## config.mk

```make
export PLATFORM = sky130hd
export DESIGN_NAME = uart_rx_8n1
export DESIGN_NICKNAME = d
export VERILOG_FILES = /design/src/rtl/uart_rx_8n1.sv
export SDC_FILE = /design/constraint.sdc
export NUM_CORES = 1
export LEC_CHECK = 0
export BUFFER_PORTS_ARGS = -buffer_cell sky130_fd_sc_hd__buf_2
export CAP_MARGIN = 20
export CORE_ASPECT_RATIO = 1.1
export CORE_MARGIN = 2
export CORE_UTILIZATION = 45
export DETAILED_ROUTE_END_ITERATION = 10
export PLACE_DENSITY_LB_ADDON = 0.3
export SLEW_MARGIN = 20
export SYNTH_ARGS = -nofsm -noshare
export SYNTH_HDL_FRONTEND = slang
export SYNTH_SLANG_ARGS = --single-unit
```

## constraint.sdc

```tcl
create_clock -name hwclk -period 2 [get_ports hwclk]
set_input_delay 0 -clock hwclk [delete_from_list [all_inputs] [get_ports hwclk]]
set_output_delay 0 -clock hwclk [all_outputs]
set_load 0.1 [all_outputs]
```

## src/rtl/uart_rx_8n1.sv

```systemverilog
// UART 8N1 receiver: synchronises rx, validates the start bit, samples each bit
// at mid-period and hands completed bytes to the consumer via a valid/ack handshake.
module uart_rx_8n1 #(
    parameter int CLKS_PER_BIT = 1250,
    parameter int HALF_BIT     = CLKS_PER_BIT / 2
) (
    input  logic       hwclk,
    input  logic       rst,
    input  logic       rx,
    output logic [7:0] rxbyte,
    output logic       rxvalid,
    input  logic       rxack,
    output logic       frame_err,
    output logic       overrun,
    output logic       busy
);
    localparam int CNT_W = (CLKS_PER_BIT > 1) ? $clog2(CLKS_PER_BIT) : 1;
    localparam logic [CNT_W-1:0] HALF_LAST = CNT_W'(HALF_BIT - 1);
    localparam logic [CNT_W-1:0] BIT_LAST  = CNT_W'(CLKS_PER_BIT - 1);
    localparam logic [CNT_W-1:0] CNT_ONE   = CNT_W'(1);

    typedef enum logic [2:0] {
        ST_IDLE  = 3'd0,
        ST_START = 3'd1,
        ST_DATA  = 3'd2,
        ST_STOP  = 3'd3,
        ST_BREAK = 3'd4
    } state_t;

    state_t           state_r;
    logic [CNT_W-1:0] cnt_r;
    logic [2:0]       bit_idx_r;
    logic [7:0]       shift_r;
    logic             rx_meta_r;
    logic             rx_sync_r;
    logic [7:0]       rxbyte_r;
    logic             rxvalid_r;
    logic             frame_err_r;
    logic             overrun_r;
    logic             busy_r;

    assign rxbyte    = rxbyte_r;
    assign rxvalid   = rxvalid_r;
    assign frame_err = frame_err_r;
    assign overrun   = overrun_r;
    assign busy      = busy_r;

    // Two-flop synchroniser for the asynchronous rx pin; idles high.
    always_ff @(posedge hwclk) begin
        if (rst) begin
            rx_meta_r <= 1'b1;
            rx_sync_r <= 1'b1;
        end else begin
            rx_meta_r <= rx;
            rx_sync_r <= rx_meta_r;
        end
    end

    // Receive FSM with handshake and one-cycle error pulses.
    always_ff @(posedge hwclk) begin
        if (rst) begin
            state_r     <= ST_IDLE;
            cnt_r       <= '0;
            bit_idx_r   <= 3'd0;
            shift_r     <= 8'h00;
            rxbyte_r    <= 8'h00;
            rxvalid_r   <= 1'b0;
            frame_err_r <= 1'b0;
            overrun_r   <= 1'b0;
            busy_r      <= 1'b0;
        end else begin
            frame_err_r <= 1'b0;
            overrun_r   <= 1'b0;
            if (rxack && rxvalid_r) begin
                rxvalid_r <= 1'b0;
            end else begin
                rxvalid_r <= rxvalid_r;
            end
            case (state_r)
                ST_IDLE: begin
                    cnt_r <= '0;
                    if (!rx_sync_r) begin
                        state_r <= ST_START;
                        busy_r  <= 1'b1;
                    end else begin
                        busy_r  <= 1'b0;
                    end
                end
                ST_START: begin
                    if (cnt_r == HALF_LAST) begin
                        cnt_r <= '0;
                        if (!rx_sync_r) begin
                            state_r   <= ST_DATA;
                            bit_idx_r <= 3'd0;
                        end else begin
                            // Start bit gone by mid-period: treat as a glitch.
                            state_r <= ST_IDLE;
                            busy_r  <= 1'b0;
                        end
                    end else begin
                        cnt_r <= cnt_r + CNT_ONE;
                    end
                end
                ST_DATA: begin
                    if (cnt_r == BIT_LAST) begin
                        cnt_r   <= '0;
                        shift_r <= {rx_sync_r, shift_r[7:1]};
                        if (bit_idx_r == 3'd7) begin
                            state_r <= ST_STOP;
                        end else begin
                            bit_idx_r <= bit_idx_r + 3'd1;
                        end
                    end else begin
                        cnt_r <= cnt_r + CNT_ONE;
                    end
                end
                ST_STOP: begin
                    if (cnt_r == BIT_LAST) begin
                        cnt_r <= '0;
                        if (rx_sync_r) begin
                            state_r <= ST_IDLE;
                            busy_r  <= 1'b0;
                            // An ack this cycle frees the holding register for the new byte.
                            if (!rxvalid_r || rxack) begin
                                rxbyte_r  <= shift_r;
                                rxvalid_r <= 1'b1;
                            end else begin
                                overrun_r <= 1'b1;
                            end
                        end else begin
                            frame_err_r <= 1'b1;
                            state_r     <= ST_BREAK;
                        end
                    end else begin
                        cnt_r <= cnt_r + CNT_ONE;
                    end
                end
                ST_BREAK: begin
                    cnt_r <= '0;
                    if (rx_sync_r) begin
                        state_r <= ST_IDLE;
                        busy_r  <= 1'b0;
                    end else begin
                        busy_r  <= 1'b1;
                    end
                end
                default: begin
                    state_r <= ST_IDLE;
                    cnt_r   <= '0;
                    busy_r  <= 1'b0;
                end
            endcase
        end
    end
endmodule
```

# Word level (Yosys, flattened, before mapping)
# Index checks and enable logic that the tools add are counted.
dict set report totals {
  n_memories 0
  latchBits 0
  inputBits 4
  ramBits 0
  mem_bits_ro 0
  word_cells 74
  register_bits 39
}
dict set report op_classes {
  n_div 0
  n_eq_ne 15
  n_bitwise 4
  reduce_logical 14
  order_cmp 0
  mux 28
  add_sub_neg 2
  shifts 0
  n_mul 0
}
# operator count
set ops {}
lappend ops {{$mux 3} 11}
lappend ops {{$mux 11} 2}
lappend ops {{$pmux 11 s2} 1}
lappend ops {{$ne 2x2->1 const B} 8}
lappend ops {{$pmux 3 s5} 1}
lappend ops {{$add 11x1->11 const B} 1}
lappend ops {{$eq 11x10->1 const B} 1}
lappend ops {{$eq 11x11->1 const B} 1}
lappend ops {{$mux 1} 10}
lappend ops {{$eq 3x2->1 const B} 2}
lappend ops {{$eq 3x3->1 const B} 2}
lappend ops {{$pmux 3 s2} 1}
lappend ops {{$reduce_and 6->1} 1}
lappend ops {{$reduce_and 5->1} 1}
lappend ops {{$not 1->1} 4}
lappend ops {{$pmux 1 s4} 1}
lappend ops {{$reduce_and 4->1} 1}
lappend ops {{$reduce_or 2->1} 2}
lappend ops {{$reduce_or 4->1} 1}
lappend ops {{$add 3x1->3 const B} 1}
lappend ops {{$eq 3x1->1 const B} 1}
lappend ops {{$logic_not 3->1} 1}
lappend ops {{$reduce_and 3->1} 1}
lappend ops {{$reduce_or 3->1} 1}
lappend ops {{6 further kinds} 6}

# Logic depth before layout (Yosys ltp)
dict set report logic_depth {
  depth_word 6
  ltp_mapped 8
  depth_no_buf 6
}

# Worst setup path before layout
# No wires, ideal clock.
dict set report synth_timing {
  path_type {register to register}
  start {reg cnt_r[2]}
  end {reg state_r[0]}
  synth_period_minus_slack_ns 1.908
  arrival_ns 1.840
  setup_time_ns 0.067
  setup_slack_ns 0.092
  required_time_ns 1.933
  path_stages_with_launch 7
  cell_sequence {dfxtp_1 or3_1 buf_2 or3_4 buf_6 a2111o_1 a21oi_2}
}
dict set report synth_via {
  elab_chain_len 3
  elab_cells_between_ends 6
}
# element line_no
set synth_lines {}
lappend synth_lines {{start: declaration} 31} ;# logic [CNT_W-1:0] cnt_r;
lappend synth_lines {{start signal: assignment} 101} ;# cnt_r <= cnt_r + CNT_ONE;
lappend synth_lines {{start signal: assignment} 114} ;# cnt_r <= cnt_r + CNT_ONE;
lappend synth_lines {{start signal: assignment} 135} ;# cnt_r <= cnt_r + CNT_ONE;
lappend synth_lines {{$eq 11x11->1 / $eq 11x10->1 (equally long branches)} {105, 118, 90}}
lappend synth_lines {{$ne 2x2->1 (no line)} --}
lappend synth_lines {{$reduce_and 6->1 (no line) *} --}
lappend synth_lines {{end signal: assignment} 109} ;# state_r <= ST_STOP;
lappend synth_lines {{end signal: assignment} 121} ;# state_r <= ST_IDLE;
lappend synth_lines {{end signal: assignment} 132} ;# state_r <= ST_BREAK;
lappend synth_lines {{end: declaration} 30} ;# state_t state_r;
# Every way passes the cells marked *; elsewhere a longest branch is shown, timed or not.
# A chain may end at the register's enable or synchronous reset.

# Worst setup path in the final report
dict set report layout_timing {
  start {reg cnt_r[2]}
  end {reg shift_r[3]}
}
dict set report layout_via {
  elab_chain_len 2
}
# element line_no
set layout_lines {}
lappend layout_lines {{$eq 11x11->1} 105} ;# if (cnt_r == BIT_LAST) begin
lappend layout_lines {{$reduce_and 2->1 (no line)} --}
lappend layout_lines {{end signal: assignment} 107} ;# shift_r <= {rx_sync_r, shift_r[7:1]};
lappend layout_lines {{end: declaration} 33} ;# logic [7:0] shift_r;
# No other way between the ends.

==> impl_metrics.yaml <==
placement:
  port_buffers: 15
  dpl.hpwl_mm: 2.429
  gp_congestion: 0.9145
  place_ws_ps: 169.4
clocking:
  clock-sinks: 39
  clockBufferDepth: 2
  cts_tree: "built"
  cts.repair.resized: 0
  cts-root-buf: "clkbuf_8"
  htree_levels: 2
  cts_buffers: 5
  clkLatencyLatePin_ps: 300
  cts.clk_slew.worst_paths_ps: 80
global_route:
  grt_pass1_wl_mm: 5.837
  grt_max_degree: 34
  grt_usage_pct: 17.79
  grt_pass1_vias: 1348
  antenna_found_initial: 0
  grt_overflow: 0
logic_synthesis:
  synth_seq_cells: 39
  synth_cell_types: 41
  yosys.area_share.adder_pct: 3.660
  avgSynthCellArea_um2: 8.765
  ys_seq_area_share_pct: 45.68
  synth_compound_area_share_pct: 18.30
  netlist_area_mm2: 0.001709
  synthXorXnorAreaFrac_pct: 4.612
  synthSimpleGateAreaFrac_pct: 22.91
  synth_warnings: 0
  postSynthCellCount: 195
  synth_top_family_by_area: "simple AND/OR/NAND/NOR gates"
  synthMuxAreaShare_pct: 0
  syn_nets: 204
worst_hold_path:
  hold_depth: 3
  hold_class: "in -> reg"
  holdPathEnd: "overrun$_SDFF_PP0_"
  min-delay-start: "rxack"
layout:
  fin_nets: 227
  antenna_cells: 0
  final_common_cell: "dfxtp_1"
  fill_cells: 360
  syn2layout_area_growth_pct: 18.59
  utilization_pct: 55.46
  drive_above_1_share_pct: 19.63
  mostFrequentLayoutCells: "dfxtp_1, a21oi_1, o21ai_0"
run_status:
  status: "finished, final reports clean"
die:
  io_pins: 16
  start_util_pct: 46.76
  core_mm2: 0.003655
  rows: 23
  die_area_mm2: 0.004308
  die_x_um: 62.76
  die_y_um: 68.64
setup_path:
  critPathKind: "reg -> reg"
  crit_chain: "or3_1, or3_4, buf_4, o21ai_0, a21oi_1"
  max_stage_delay_ps: 460
  ff2ff_path_depth: 5
  start_kind: "flop"
  reg2reg_from: "cnt_r[2]$_SDFF_PP0_"
  crit_path_end_kind: "flop"
  r2r-end: "shift_r[3]$_SDFFE_PP0P_"
  regToRegSetupSlack_ps: 130
  crit_required_ps: 2160
  path_buf_inv: 1
  cp_num_cells: 5
  cpMaxStageDelayCell: "or3_1"
  crit_family: "simple AND/OR/NAND/NOR gates"
  cp_max_fo: 17
  arrival_ps: 2030
sta:
  rsz0062_at_grt: "no"
  slew_headroom_pct: 62.67
  fin_ws_ps: 132.4
  final_hold_viol_count: 0
  finalSetupTns_ps: 0
  fmax_mhz: 535.4
  min_period_ps: 1868
  setup_viol: 0
  skew_ps: 9.935
  whs_ps: 41.83
  fin_crit_sh_pct: 93.38
  finalMaxSlewViolations: 0
  worst_slew_pin_slew_ps: 560.0
flow_run:
  maxCapViolCount: 0
routing:
  post-route-drc-count: 0
  vias: 1442
  wirelength_mm: 3.539
  vias_per_cell: 5.361
  dr.pass1.iters: 4
  drtIter0Drc: 90
  wl_per_cell_um: 13.16
  ant_nets: 0
power:
  p_per_area_mw_per_mm2: 797.0
  cellLeakagePower_uw: 0.0007365
  max-vdd-ir-drop_uv: 395.7
==> metal layers <==
metal / up-vias / GRT usage [%] / wire length, µm
met2: 26 / 33.87 / 1787
met5: - / 0 / 0
met4: 0 / 8.056 / 67
li1: 740 / - / -
met3: 8 / 4.870 / 121
met1: 668 / 18.71 / 1562
==> cells by family (layout without fill, tap and decap cells) <==
kind of cell	Yosys count	in the layout
adders and majority gates	5	5
and+or+nand+nor	71	71
AOI/OAI and AO/OA	52	52
xor gates and xnor gates	9	9
DFF	39	39
buffers and inverters	19	43
==> power by group <==
group,switching [µW],internal [µW]
Clock,288,498
Sequential,2.01,780
Combinational,28.8,19.7
==> worst min-delay path, delay by kind of cell <==
kind / cells / cell delay (ps)
buf+inv: 1 / 70
simple gates: 2 / 230
==> synth_stat cells <==
cell | instances | share of area [%]
dfxtp_1 | 39 | 46
a21oi_1 | 19 | 5.6
o21ai_0 | 18 | 5.3
nor2_1 | 15 | 3.3
nand3_1 | 12 | 3.5
nand2_1 | 10 | 2.2
clkbuf_1 | 8 | 1.8
xor2_1 | 8 | 4.1
inv_1 | 7 | 1.5
nand4_1 | 6 | 2.2
ha_1 | 5 | 3.7
nand2b_1 | 4 | 1.5
nor3_1 | 4 | 1.2
buf_2 | 3 | 0.88
or2_2 | 3 | 1.1
a2111o_1 | 2 | 1.3
and3_1 | 2 | 0.73
and4_1 | 2 | 1.0
nand3b_1 | 2 | 0.88
nand4b_1 | 2 | 1.0
nor2b_1 | 2 | 0.73
nor4_1 | 2 | 0.73
o32ai_1 | 2 | 1.0
a21oi_2 | 1 | 0.51
a311oi_1 | 1 | 0.51
a32oi_1 | 1 | 0.51
a41o_1 | 1 | 0.59
buf_6 | 1 | 0.66
nor4_2 | 1 | 0.73
o21a_1 | 1 | 0.44
o21ai_1 | 1 | 0.29
o21bai_1 | 1 | 0.44
o22a_1 | 1 | 0.51
o22ai_1 | 1 | 0.37
o311ai_0 | 1 | 0.51
o31ai_1 | 1 | 0.44
or3_1 | 1 | 0.37
or3_4 | 1 | 0.66
or3b_2 | 1 | 0.51
or4b_2 | 1 | 0.59
xnor2_1 | 1 | 0.51
==> worst max path at each step <==
stage	start	slack [ps]	end
after floorplan	cnt_r[2]$_SDFF_PP0_	90	state_r[0]$_SDFFE_PP0P_
after global placement	cnt_r[2]$_SDFF_PP0_	200	state_r[0]$_SDFFE_PP0P_
after detailed placement	cnt_r[2]$_SDFF_PP0_	170	state_r[0]$_SDFFE_PP0P_
after CTS	cnt_r[2]$_SDFF_PP0_	140	shift_r[3]$_SDFFE_PP0P_
after global routing	state_r[1]$_SDFFE_PP0P_	6	bit_idx_r[0]$_SDFFE_PP0P_
final	cnt_r[2]$_SDFF_PP0_	130	shift_r[3]$_SDFFE_PP0P_
==> layout make-up <==
type / count / area [µm²] / share of cell area (%)
multi-input cells: 137 / 845.8 / 41.73
flip-flops and latches: 39 / 780.7 / 38.52
repair buffers: 28 / 175.2 / 8.642
clock buffers: 5 / 68.82 / 3.395
clock inverters: 3 / 67.56 / 3.333
well taps: 50 / 62.56 / 3.086
inverters: 7 / 26.28 / 1.296
==> stage by stage <==
stage	instances	power (µW)	instance area [µm²]
after floorplan	195	830.0	1709
final	269	1616	2027
after detailed placement	260	846.9	1881
after global placement	260	846.9	1881
after global routing	269	1657	2027
after CTS	269	1627	2027
==> registers in the layout, indices dropped and copies added, names as in the netlist, 3 cells and up <==
register,count
shift_r,8
bit_idx_r,3
cnt_r,11
state_r,3
rxbyte,8
==> repair_timing <==
item	CTS	global route
endpoints found under the hold margin	1	0
hold buffers	1	0
buffers inserted	0	0
Power figures use the tool's default switching activity.
